===== src/rtl/jk_bank_sequencer.sv =====
// ----------------------------------------------------------------------------
// jk_bank_sequencer
//
// Owns a bank of WIDTH JK flip-flops. Two requesters, A and B, issue
// masked HOLD / SET / CLEAR / TOGGLE commands over valid/ready handshakes.
// A round-robin arbiter grants one requester per command. The block then
// drives the bank's j/k inputs for the required number of cycles.
//
// Ports
//   clk, rst                 rising-edge clock, async active-high reset
//   a_valid/a_ready          requester A handshake
//   a_op/a_mask/a_len        A opcode (00 HOLD, 01 SET, 10 CLEAR, 11 TOGGLE),
//                            bit mask, toggle burst length minus one
//   b_*                      same as A, for requester B
//   j, k                     registered drive into the bank
//   q                        bank state
//   busy                     high while a command is being applied
//   done, done_id            one-cycle completion pulse, completing requester
//                            (0 = A, 1 = B)
// ----------------------------------------------------------------------------
module jk_bank_sequencer #(
    parameter int WIDTH = 4,
    parameter int CNT_W = 4
) (
    input  logic             clk,
    input  logic             rst,

    input  logic             a_valid,
    output logic             a_ready,
    input  logic [1:0]       a_op,
    input  logic [WIDTH-1:0] a_mask,
    input  logic [CNT_W-1:0] a_len,

    input  logic             b_valid,
    output logic             b_ready,
    input  logic [1:0]       b_op,
    input  logic [WIDTH-1:0] b_mask,
    input  logic [CNT_W-1:0] b_len,

    output logic [WIDTH-1:0] j,
    output logic [WIDTH-1:0] k,
    output logic [WIDTH-1:0] q,
    output logic             busy,
    output logic             done,
    output logic             done_id
);

    typedef enum logic {
        IDLE  = 1'b0,
        APPLY = 1'b1
    } state_t;

    localparam logic [1:0] OP_HOLD   = 2'b00;
    localparam logic [1:0] OP_SET    = 2'b01;
    localparam logic [1:0] OP_CLEAR  = 2'b10;
    localparam logic [1:0] OP_TOGGLE = 2'b11;

    localparam logic [CNT_W-1:0] CNT_ONE = {{(CNT_W-1){1'b0}}, 1'b1};

    state_t           r_state;
    logic             r_ptr;      // 0: A favoured on a tie, 1: B favoured
    logic [CNT_W-1:0] r_cnt;      // remaining APPLY cycles after this one
    logic             r_id;
    logic             r_done;
    logic [WIDTH-1:0] r_j;
    logic [WIDTH-1:0] r_k;
    logic [WIDTH-1:0] r_q;

    logic             w_idle;
    logic             w_grant_a;
    logic             w_grant_b;
    logic             w_accept;
    logic             w_sel_b;
    logic [1:0]       w_op;
    logic [WIDTH-1:0] w_mask;
    logic [CNT_W-1:0] w_len;
    logic [WIDTH-1:0] w_j_load;
    logic [WIDTH-1:0] w_k_load;

    // ------------------------------------------------------------------
    // Arbitration: a lone requester always wins. On a tie the pointer
    // decides, so the one not served last goes first.
    // ------------------------------------------------------------------
    assign w_idle    = (r_state == IDLE);
    assign w_grant_a = a_valid & (~b_valid | ~r_ptr);
    assign w_grant_b = b_valid & (~a_valid |  r_ptr);

    assign a_ready   = w_idle & w_grant_a;
    assign b_ready   = w_idle & w_grant_b;

    assign w_accept  = (a_valid & a_ready) | (b_valid & b_ready);
    assign w_sel_b   = b_ready;

    assign w_op      = w_sel_b ? b_op   : a_op;
    assign w_mask    = w_sel_b ? b_mask : a_mask;
    assign w_len     = w_sel_b ? b_len  : a_len;

    // Opcode to per-bit j/k drive.
    // NOTE: every output of a combinational block gets a default first, so no path can infer a latch.
    always_comb begin
        w_j_load = '0;
        w_k_load = '0;
        case (w_op)
            OP_SET:    w_j_load = w_mask;
            OP_CLEAR:  w_k_load = w_mask;
            OP_TOGGLE: begin
                w_j_load = w_mask;
                w_k_load = w_mask;
            end
            default: ; // OP_HOLD: both stay zero
        endcase
    end

    // ------------------------------------------------------------------
    // Sequencer, JK bank and registered outputs.
    // NOTE: state is updated with non-blocking assignments so every register samples pre-edge values.
    // ------------------------------------------------------------------
    always_ff @(posedge clk or posedge rst) begin
        if (rst) begin
            r_state <= IDLE;
            r_ptr   <= 1'b0;
            r_cnt   <= '0;
            r_id    <= 1'b0;
            r_done  <= 1'b0;
            r_j     <= '0;
            r_k     <= '0;
            r_q     <= '0;
        end else begin
            // JK bank: set where j, keep where ~k. This gives hold, set,
            // clear and toggle in a single expression.
            r_q    <= (r_j & ~r_q) | (~r_k & r_q);
            r_done <= 1'b0;

            case (r_state)
                IDLE: begin
                    if (w_accept) begin
                        r_id    <= w_sel_b;
                        r_j     <= w_j_load;
                        r_k     <= w_k_load;
                        r_cnt   <= (w_op == OP_TOGGLE) ? w_len : '0;
                        r_ptr   <= ~w_sel_b;
                        r_state <= APPLY;
                    end
                end

                APPLY: begin
                    if (r_cnt == '0) begin
                        r_j     <= '0;
                        r_k     <= '0;
                        r_done  <= 1'b1;
                        r_state <= IDLE;
                    end else begin
                        r_cnt <= r_cnt - CNT_ONE;
                    end
                end

                default: r_state <= IDLE;
            endcase
        end
    end

    assign j       = r_j;
    assign k       = r_k;
    assign q       = r_q;
    assign busy    = (r_state == APPLY);
    assign done    = r_done;
    // r_id only changes at accept, so it stays stable through the done cycle.
    assign done_id = r_id;

endmodule


===== config.mk =====
export PLATFORM = sky130hd
export DESIGN_NAME = jk_bank_sequencer
export DESIGN_NICKNAME = d
export VERILOG_FILES = /design/src/rtl/jk_bank_sequencer.sv
export SDC_FILE = /design/constraint.sdc
export NUM_CORES = 1
export LEC_CHECK = 0
export BUFFER_PORTS_ARGS = -buffer_cell sky130_fd_sc_hd__buf_2
export CORE_ASPECT_RATIO = 1.4
export CORE_MARGIN = 4
export CORE_UTILIZATION = 47
export CTS_BUF_LIST = sky130_fd_sc_hd__clkbuf_8 sky130_fd_sc_hd__clkbuf_16
export CTS_CLUSTER_DIAMETER = 120
export CTS_CLUSTER_SIZE = 10
export DETAILED_ROUTE_END_ITERATION = 10
export GPL_TIMING_DRIVEN = 0
export MAX_ROUTING_LAYER = met4
export PLACE_DENSITY = 0.77
export SETUP_SLACK_MARGIN = 0.1
export SLEW_MARGIN = 0
export SYNTH_ARGS = -nofsm -noshare
export SYNTH_HDL_FRONTEND = slang
export SYNTH_SLANG_ARGS = --single-unit

===== constraint.sdc =====
create_clock -name clk -period 1.77 [get_ports clk]
set_clock_uncertainty 0.05 [all_clocks]
set_input_delay 0.4425 -clock clk [delete_from_list [all_inputs] [get_ports clk]]
set_output_delay 0.4425 -clock clk [all_outputs]
set_load 0.05 [all_outputs]

==> results of run 1 <==
## final timing paths
kind	start	cells past startpoint	end
worst max-delay path	busy	4	b_ready
worst min-delay path	rst	2	r_cnt[0]
worst max register to register	busy	6	j[1]
worst min register to register	q[3]	1	q[3]
max in group asynchronous	rst	2	busy
min in group clk	q[3]	1	q[3]
## metrics by stage
stage          hold WS, ns  cells  power (uW)  utilization, %
6_report            0.2611    167        3043           67.50
5_1_grt             0.3163    167        3227           67.50
4_1_cts             0.2808    167        3032           66.80
3_5_place_dp        0.4057    157        2472           59.94
3_3_place_gp        0.3990    157        2412           59.94
2_1_floorplan       0.3563     95        2088               -
## area by class of cell
| type | count | area share [%] |
|---|---|---|
| flip-flops and latches | 20 | 34.54 |
| repair buffers | 46 | 18.52 |
| plain buffers | 2 | 1.723 |
| well taps | 22 | 1.895 |
| clock inverters | 1 | 2.067 |
| clock buffers | 3 | 2.842 |
| multi-input cells | 66 | 36.61 |
| inverters | 7 | 1.809 |
## flip-flops by register name, summed over array words and instances (netlist names)
| register | count |
|---|---|
| k | 4 |
| q | 4 |
| j | 4 |
| done | 1 |
| r_ptr | 1 |
| busy | 1 |
| done_id | 1 |
| r_cnt | 4 |
## synth_stat cells, drive strengths merged, types with 2 or more instances
cell type,count,area [sq um]
a22oi,3,32.53
dfrtp,20,500.5
nor2b,3,26.27
inv,7,26.28
mux2i,8,80.08
nor2,8,35.03
buf,2,25.02
o2bb2ai,8,70.07
a31oi,6,37.54
ha,2,25.02
a21oi,2,13.76
nand2,5,18.77
and4,4,35.03
nand2b,4,30.03
o21ai,3,15.01
## power groups by stage
stage	logic (uW)	registers [uW]	clock network [uW]
5_1_grt	1840	912	474
2_1_floorplan	633	1460	0
3_5_place_dp	1580	891	0
3_3_place_gp	1540	870	0
4_1_cts	1700	873	456
6_report	1720	876	451
## per-layer routing
| metal | up-vias | GRT usage [%] | share of wire, % |
|---|---|---|---|
| met5 | - | - | 0 |
| met3 | 2 | 3.662 | 3.5 |
| li1 | 455 | - | - |
| met2 | 21 | 32.12 | 54 |
| met1 | 470 | 23.83 | 41 |
| met4 | 0 | 6.061 | 1.3 |
## logic make-up after synthesis
family	Yosys count	share of synthesized area, %
and+or+nand+nor	30	18.65
AOI/OAI and AO/OA	26	19.00
DFF	20	47.51
buffers and inverters	9	4.869
muxes	8	7.601
adders and majority gates	2	2.375
## critical path, stage by stage, from the launching register on
cell	delay (ns)
dfrtp_2	0.44
nand2b_4	0.16
nor2b_4	0.13
buf_12	0.11
buf_12	0.12
## repair_timing
| action | CTS | global route |
|---|---|---|
| resized for setup | 8 | 4 |
| setup buffers | 6 | 0 |
| endpoints found under the setup margin | 2 | 6 |
==> out/metrics.csv, run 1 <==
metric;value;unit
critical path class;reg2out;
gr ovfl total;0;
Clock Pin Slew Worst Setup and Hold Paths;0.08;ns
# fillers;164;
pre-CTS setup slack;-0.005524;ns
Int Power;1595;uW
crit end category;primary output;
port bufs;40;
Syn Area/Cell;11.09;sq um
Max clock buf depth;2;
Area after DPL;0.001290;sq mm
antenna cells;0;
area of the multi-input gates;531.8;sq um
Final WS setup;0.06643;ns
Max Cap Viol;0;
sw power;1448;uW
initial antenna violation count;0;
Die ar.;0.003074;sq mm
sequential share of the synthesized area;47.51;%
CP max FO;4;
worst slew pin tran;0.7496;ns
FMAX;587.0;MHz
Clock power frac;14.8;%
vias in the first global route;962;
leading cell type in the layout, fill and taps excluded;buf_2;
Post-synth EDFFs;0;
DRC viols;0;
CTS sink count;20;
pin count of the biggest net entering global routing;21;
CTS hold repair buffers;0;
Ports;41;
Post-Layout Inst Area;0.001453;sq mm
GP Congestion;0.7311;
cell count after synthesis;95;
Leakage;0.0007122;uW
DRT antenna net count;0;
Area Growth Syn to Fin;37.89;%
register bit total from synthesis;20;
core region area;0.002152;sq mm
commonest cells after routing, fill and taps aside;38 x buf_2, 19 x dfrtp_1, 8 x mux2i_1, 8 x o2bb2ai_1;
run status;finished clean;
fin crit period;1.704;ns
Mapped Area;0.001054;sq mm
iteration count of the initial detailed-routing pass;4;
setup repair after global routing missed its margin;yes;
crit start category;flop;
# rows;20;
via count;948;
nets;172;
combinational share of power;56.4;%
worst min path class;in2async;
crit share post-route;96.25;%
Final Max Tran Viols;0;
ys async rst share;100.0;%
Routed WL;2570;um
Yosys cell types;31;
WL/cell;15.39;um
Sequential Power Share;28.8;%
Die Wd;48.02;um
first-pass GRT wire length;4278;um
DP HPWL;1924;um
Setup TNS Final;0;ns
CTS root buffer;clkbuf_8;
critical path data required time;1.28;ns
Slew HR;49.97;%
Synth Warn #;0;
Hold Fails Final Rpt;0;
via/cell ratio;5.677;
CP arrival;1.21;ns
GRT Resource Usage Total;19.72;%
Power Density;2095;mW/mm^2
R2R setup slack;0.23;ns
worst vdd ir;1712;uV
top_reg_cell synth;dfrtp_1;
sw frac;47.58;%
share of layout cells above drive strength 1;43.45;%
CTS tree;done;
worst-skew pair later-pin latency;0.25;ns
final setup violation count;0;
htree depth;1;
Mapped Nets;121;
CTS Buf Count;3;
DR iter-0 viols;36;
Initial Util;48.95;%
Reg area;501.7;sq um
Die Ht;64.02;um
(Power assumes the default switching activity.)
==> run 2, diff against run 1 <==
--- a/config.mk
+++ b/config.mk
@@ -6,16 +6,19 @@
 export NUM_CORES = 1
 export LEC_CHECK = 0
 export BUFFER_PORTS_ARGS = -buffer_cell sky130_fd_sc_hd__buf_2
+export CAP_MARGIN = 10
+export CELL_PAD_IN_SITES_DETAIL_PLACEMENT = 1
+export CELL_PAD_IN_SITES_GLOBAL_PLACEMENT = 1
 export CORE_ASPECT_RATIO = 1.4
 export CORE_MARGIN = 4
-export CORE_UTILIZATION = 47
+export CORE_UTILIZATION = 36
 export CTS_BUF_LIST = sky130_fd_sc_hd__clkbuf_8 sky130_fd_sc_hd__clkbuf_16
 export CTS_CLUSTER_DIAMETER = 120
-export CTS_CLUSTER_SIZE = 10
+export CTS_CLUSTER_SIZE = 20
 export DETAILED_ROUTE_END_ITERATION = 10
 export GPL_TIMING_DRIVEN = 0
 export MAX_ROUTING_LAYER = met4
-export PLACE_DENSITY = 0.77
+export PLACE_DENSITY_LB_ADDON = 0.1
 export SETUP_SLACK_MARGIN = 0.1
 export SLEW_MARGIN = 0
 export SYNTH_ARGS = -nofsm -noshare
==> run 2 against run 1 <==
Global-route usage decreased by 2.5 points. Final area rose by 0.60%. Register-to-register slack barely moved. Via count down 1.8%. Core utilization down 16 points. Sequential share of layout area is 0.21 points lower. Final cell count up 9.0%. Critical path type unchanged. Non-clock buffer count did not move. Worst hold slack improved by 0.0070 ns. Total power decreased by 0.27%. First-iteration DRC count is 72% lower.
==> out/metrics.csv, run 2 (synthesis gave the netlist of run 1 again) <==
metric;value;unit
Slew HR;47.29;%
Cell Count, Final, Fillers Out;182;
Most Frequent Cell on Critical Path;buf_12;
DRC viols;0;
leading cell type in the layout, fill and taps excluded;buf_2;
# rows;23;
# placed instances;172;
reg-to-reg endpoint;r_cnt[0];
final setup violation count;0;
Max Cap Viol;0;
# fillers;331;
Power Density;2076;mW/mm^2
Int Power;1578;uW
Leakage;0.0007016;uW
critical path class;reg2out;
Setup TNS Final;0;ns
WL/cell;15.57;um
via count;931;
Final Max Tran Viols;0;
max incr delay on CP;0.42;ns
pin count of the biggest net entering global routing;21;
DP HPWL;2207;um
critical path data required time;1.28;ns
Die ar.;0.003868;sq mm
antenna cells;0;
commonest cells after routing, fill and taps aside;39 x buf_2, 19 x dfrtp_1, 8 x mux2i_1, 8 x o2bb2ai_1, 7 x inv_1;
CTS tree;done;
DRT antenna net count;0;
share of layout cells above drive strength 1;42.76;%
Final Util;51.30;%
FF-to-FF Start;busy;
Post-Layout Inst Area;0.001461;sq mm
CTS hold repair buffers;0;
Routed WL;2833;um
worst vdd ir;979.7;uV
nets;172;
FMAX;593.7;MHz
sw frac;47.99;%
run status;finished clean;
CP max stage cell;dfrtp_2;
Clock power frac;15.1;%
GP Congestion;0.6794;
via/cell ratio;5.115;
CP arrival;1.19;ns
Die Ht;72.01;um
Hold Fails Final Rpt;0;
Ports;41;
combinational share of power;56.5;%
CTS Buf Count;3;
vias in the first global route;1028;
DR iter-0 viols;10;
largest delay contributor family on the critical path;flip-flops;
worst r2r path cells;6;
port bufs;40;
R2R setup slack;0.23;ns
crit share post-route;95.17;%
core region area;0.002849;sq mm
crit-path cells;nand2b_4 > nor2b_4 > buf_12 > buf_12;
worst slew pin tran;0.7898;ns
Max clock buf depth;2;
Die Wd;53.72;um
CTS sink count;20;
CP max FO;3;
Area Growth Syn to Fin;38.72;%
Clock Pin Slew Worst Setup and Hold Paths;0.08;ns
Sequential Power Share;28.4;%
CTS root buffer;clkbuf_8;
worst min path class;in2async;
CP Buf/Inv Count;2;
worst-skew pair later-pin latency;0.25;ns
first-pass GRT wire length;4843;um
GRT Resource Usage Total;17.19;%
iteration count of the initial detailed-routing pass;5;
crit start category;flop;
crit end category;primary output;
setup repair after global routing missed its margin;yes;
sw power;1456;uW
initial antenna violation count;0;
gr ovfl total;0;
Initial Util;36.98;%
Area after DPL;0.001309;sq mm
fin crit period;1.684;ns
htree depth;1;
[run 2: changes by cell type in the layout (fill, tap and decap cells not counted)]
cell      delta
buf_2        +1
buf_4        -1
nand2b_1     +1
nand2b_4     -1
[run 2: area by class of cell]
cell class | instances | area (sq um) | area share, %
multi-input cells | 66 | 524.3 | 35.87
flip-flops and latches | 20 | 501.7 | 34.33
repair buffers | 46 | 266.5 | 18.24
well taps | 37 | 46.29 | 3.168
clock buffers | 3 | 41.29 | 2.825
clock inverters | 1 | 30.03 | 2.055
inverters | 7 | 26.28 | 1.798
plain buffers | 2 | 25.02 | 1.712
[run 2: through the flow]
stage	worst slack, ns	hold WS [ns]	total power, uW
after floorplan	0.1641	0.3563	2088
after global placement	0.002209	0.4018	2446
after detailed placement	-0.02200	0.4133	2486
after CTS	0.08131	0.2983	3045
after global routing	0.05076	0.3192	3236
final	0.08555	0.2681	3035
[run 2: power groups by stage]
| stage | logic [uW] | clock network (uW) | registers (uW) |
|---|---|---|---|
| after global placement | 1570 | 0 | 877 |
| after detailed placement | 1600 | 0 | 884 |
| after floorplan | 633 | 0 | 1460 |
| after global routing | 1850 | 488 | 900 |
| after CTS | 1710 | 468 | 866 |
| final | 1710 | 458 | 863 |
[run 2: layer usage]
layer	GRT usage, %	vias to the layer above	wire, um
li1	-	451	-
met1	19.00	461	1072
met2	31.13	17	1656
met4	5.114	0	29
met3	1.848	2	74
met5	-	-	0
[run 2: how the worst max path moves through the flow]
stage,startpoint,end,slack [ns],cells past startpoint
after floorplan,busy,a_ready,0.16,2
after global placement,b_valid,b_ready,0.002,5
after detailed placement,b_valid,b_ready,-0.02,5
after CTS,busy,b_ready,0.08,4
after global routing,busy,b_ready,0.05,4
final,busy,b_ready,0.09,4
[run 2: timing repair]
item | in CTS | in global routing
setup buffers | 5 | 1
gates resized for setup | 8 | 1
endpoints found under the setup margin | 2 | 8
pin swaps | 0 | 0
endpoints found under the hold margin | 0 | 0
==> run 3, diff against run 2 <==
--- a/config.mk
+++ b/config.mk
@@ -10,13 +10,11 @@
 export CELL_PAD_IN_SITES_DETAIL_PLACEMENT = 1
 export CELL_PAD_IN_SITES_GLOBAL_PLACEMENT = 1
 export CORE_ASPECT_RATIO = 1.4
-export CORE_MARGIN = 4
 export CORE_UTILIZATION = 36
 export CTS_BUF_LIST = sky130_fd_sc_hd__clkbuf_8 sky130_fd_sc_hd__clkbuf_16
 export CTS_CLUSTER_DIAMETER = 120
 export CTS_CLUSTER_SIZE = 20
 export DETAILED_ROUTE_END_ITERATION = 10
-export GPL_TIMING_DRIVEN = 0
 export MAX_ROUTING_LAYER = met4
 export PLACE_DENSITY_LB_ADDON = 0.1
 export SETUP_SLACK_MARGIN = 0.1
==> run 3 against run 2 <==
Flip-flop and latch count is the same. Critical path depth decreased by 1. Sequential share of layout area rose by 0.60 points. Combinational power is 3% lower. Via count is 2.7% lower. Fmax up 2.6%. Non-clock buffer count is 1 lower. First-iteration DRC count increased by 10%. Sequential power is 1% higher. Clock power down 0.9%. Register-to-register slack barely moved. Worst setup slack improved by 0.043 ns.
==> out/metrics.csv, run 3 (synthesis gave the netlist of run 1 again) <==
metric;value;unit
Setup TNS Final;0;ns
Max clock buf depth;2;
worst min path class;in2async;
htree depth;1;
vias in the first global route;985;
Die Ht;66.01;um
worst r2r path cells;5;
# fillers;330;
CTS root buffer;clkbuf_8;
Clock power frac;15.2;%
Power Density;2080;mW/mm^2
DR WL met3;71;um
met2 WL;1479;um
commonest cells after routing, fill and taps aside;38 x buf_2, 19 x dfrtp_1, 8 x mux2i_1, 8 x o2bb2ai_1;
core region area;0.002698;sq mm
crit start category;flop;
CP max FO;4;
reg-to-reg endpoint;j[2];
Area Growth Syn to Fin;36.34;%
critical path data required time;1.28;ns
CTS Buf Count;3;
Max Cap Viol;0;
critical path class;reg2out;
Slew HR;70.96;%
Ports;41;
DR iter-0 viols;11;
sw power;1432;uW
DP HPWL;2156;um
R2R setup slack;0.23;ns
via/cell ratio;5.033;
Hold Fails Final Rpt;0;
WL/cell;14.93;um
max incr delay on CP;0.44;ns
FF-to-FF Start;r_cnt[0];
CTS tree;done;
Int Power;1556;uW
iteration count of the initial detailed-routing pass;3;
Final Max Tran Viols;0;
CTS sink count;20;
# rows;22;
Post-Layout Inst Area;0.001436;sq mm
combinational share of power;55.6;%
FMAX;609.0;MHz
first-pass GRT wire length;4333;um
worst-skew pair later-pin latency;0.25;ns
final setup violation count;0;
run status;finished clean;
worst slew pin tran;0.4352;ns
Met1 Routed Length;1115;um
GRT Resource Usage Total;19.66;%
nets;171;
Sequential Power Share;29.2;%
antenna cells;0;
DRC viols;0;
CP Buf/Inv Count;1;
CP max stage cell;dfrtp_2;
worst vdd ir;1318;uV
leading cell type in the layout, fill and taps excluded;buf_2;
crit share post-route;92.76;%
pin count of the biggest net entering global routing;13;
Clock Pin Slew Worst Setup and Hold Paths;0.08;ns
Initial Util;39.05;%
GP Congestion;0.7732;
gr ovfl total;0;
DRT antenna net count;0;
Routed WL;2688;um
initial antenna violation count;0;
Die Wd;47.72;um
Area after DPL;0.001313;sq mm
fin crit period;1.642;ns
share of layout cells above drive strength 1;43.06;%
sw frac;47.94;%
port bufs;40;
Hold Worst Slack;0.1234;ns
Die ar.;0.003150;sq mm
CP arrival;1.15;ns
crit end category;primary output;
via count;906;
setup repair after global routing missed its margin;yes;
largest delay contributor family on the critical path;flip-flops;
highest metal used;met4;
crit-path cells;nand2b_4 > a21oi_4 > buf_6;
Leakage;0.0007015;uW
[run 3: power groups by stage]
stage / registers [uW] / logic [uW] / clock network, uW
after floorplan: 1460 / 633 / 0
after global placement: 888 / 1560 / 0
after detailed placement: 895 / 1590 / 0
after CTS: 878 / 1670 / 465
after global routing: 910 / 1800 / 477
final: 874 / 1660 / 454
[run 3: what timing repair did]
| item | 4_1_cts | 5_1_grt |
|---|---|---|
| endpoints found under the setup margin | 2 | 2 |
| resized for setup | 6 | 1 |
| hold buffers | 0 | 0 |
| setup buffers | 2 | 1 |
[run 3: worst max-delay path by stage]
stage                  from  endpoint  slack [ns]  cells after the start
CTS                    busy   a_ready        0.12                      3
finish                 busy   a_ready        0.13                      3
detailed placement  b_valid   b_ready        0.17                      4
floorplan              busy   a_ready        0.16                      2
global route           busy   a_ready         0.1                      3
global placement    b_valid   b_ready        0.18                      4
[run 3: stage by stage]
stage	setup slack, ns	util, %	std cells	power, uW
2_1_floorplan	0.1641	-	95	2088
3_3_place_gp	0.1752	48.65	173	2449
3_5_place_dp	0.1695	48.65	173	2486
4_1_cts	0.1217	52.78	179	3009
5_1_grt	0.09613	53.25	180	3184
6_report	0.1281	53.25	180	2988
[run 3: final cells by class]
| class | instances | area [sq um] | area share [%] |
|---|---|---|---|
| multi-input combinational | 66 | 526.8 | 36.67 |
| sequential | 20 | 501.7 | 34.93 |
| timing repair buffer | 47 | 265.3 | 18.47 |
| tap | 36 | 45.04 | 3.136 |
| clock buffer | 3 | 41.29 | 2.875 |
| clock inverter | 1 | 30.03 | 2.091 |
| inverter | 7 | 26.28 | 1.829 |
[run 3: per-layer routing]
metal	GRT usage (%)	up-vias
met5	-	-
met1	23.97	437
li1	-	449
met4	5.556	0
met3	2.459	2
met2	32.94	18
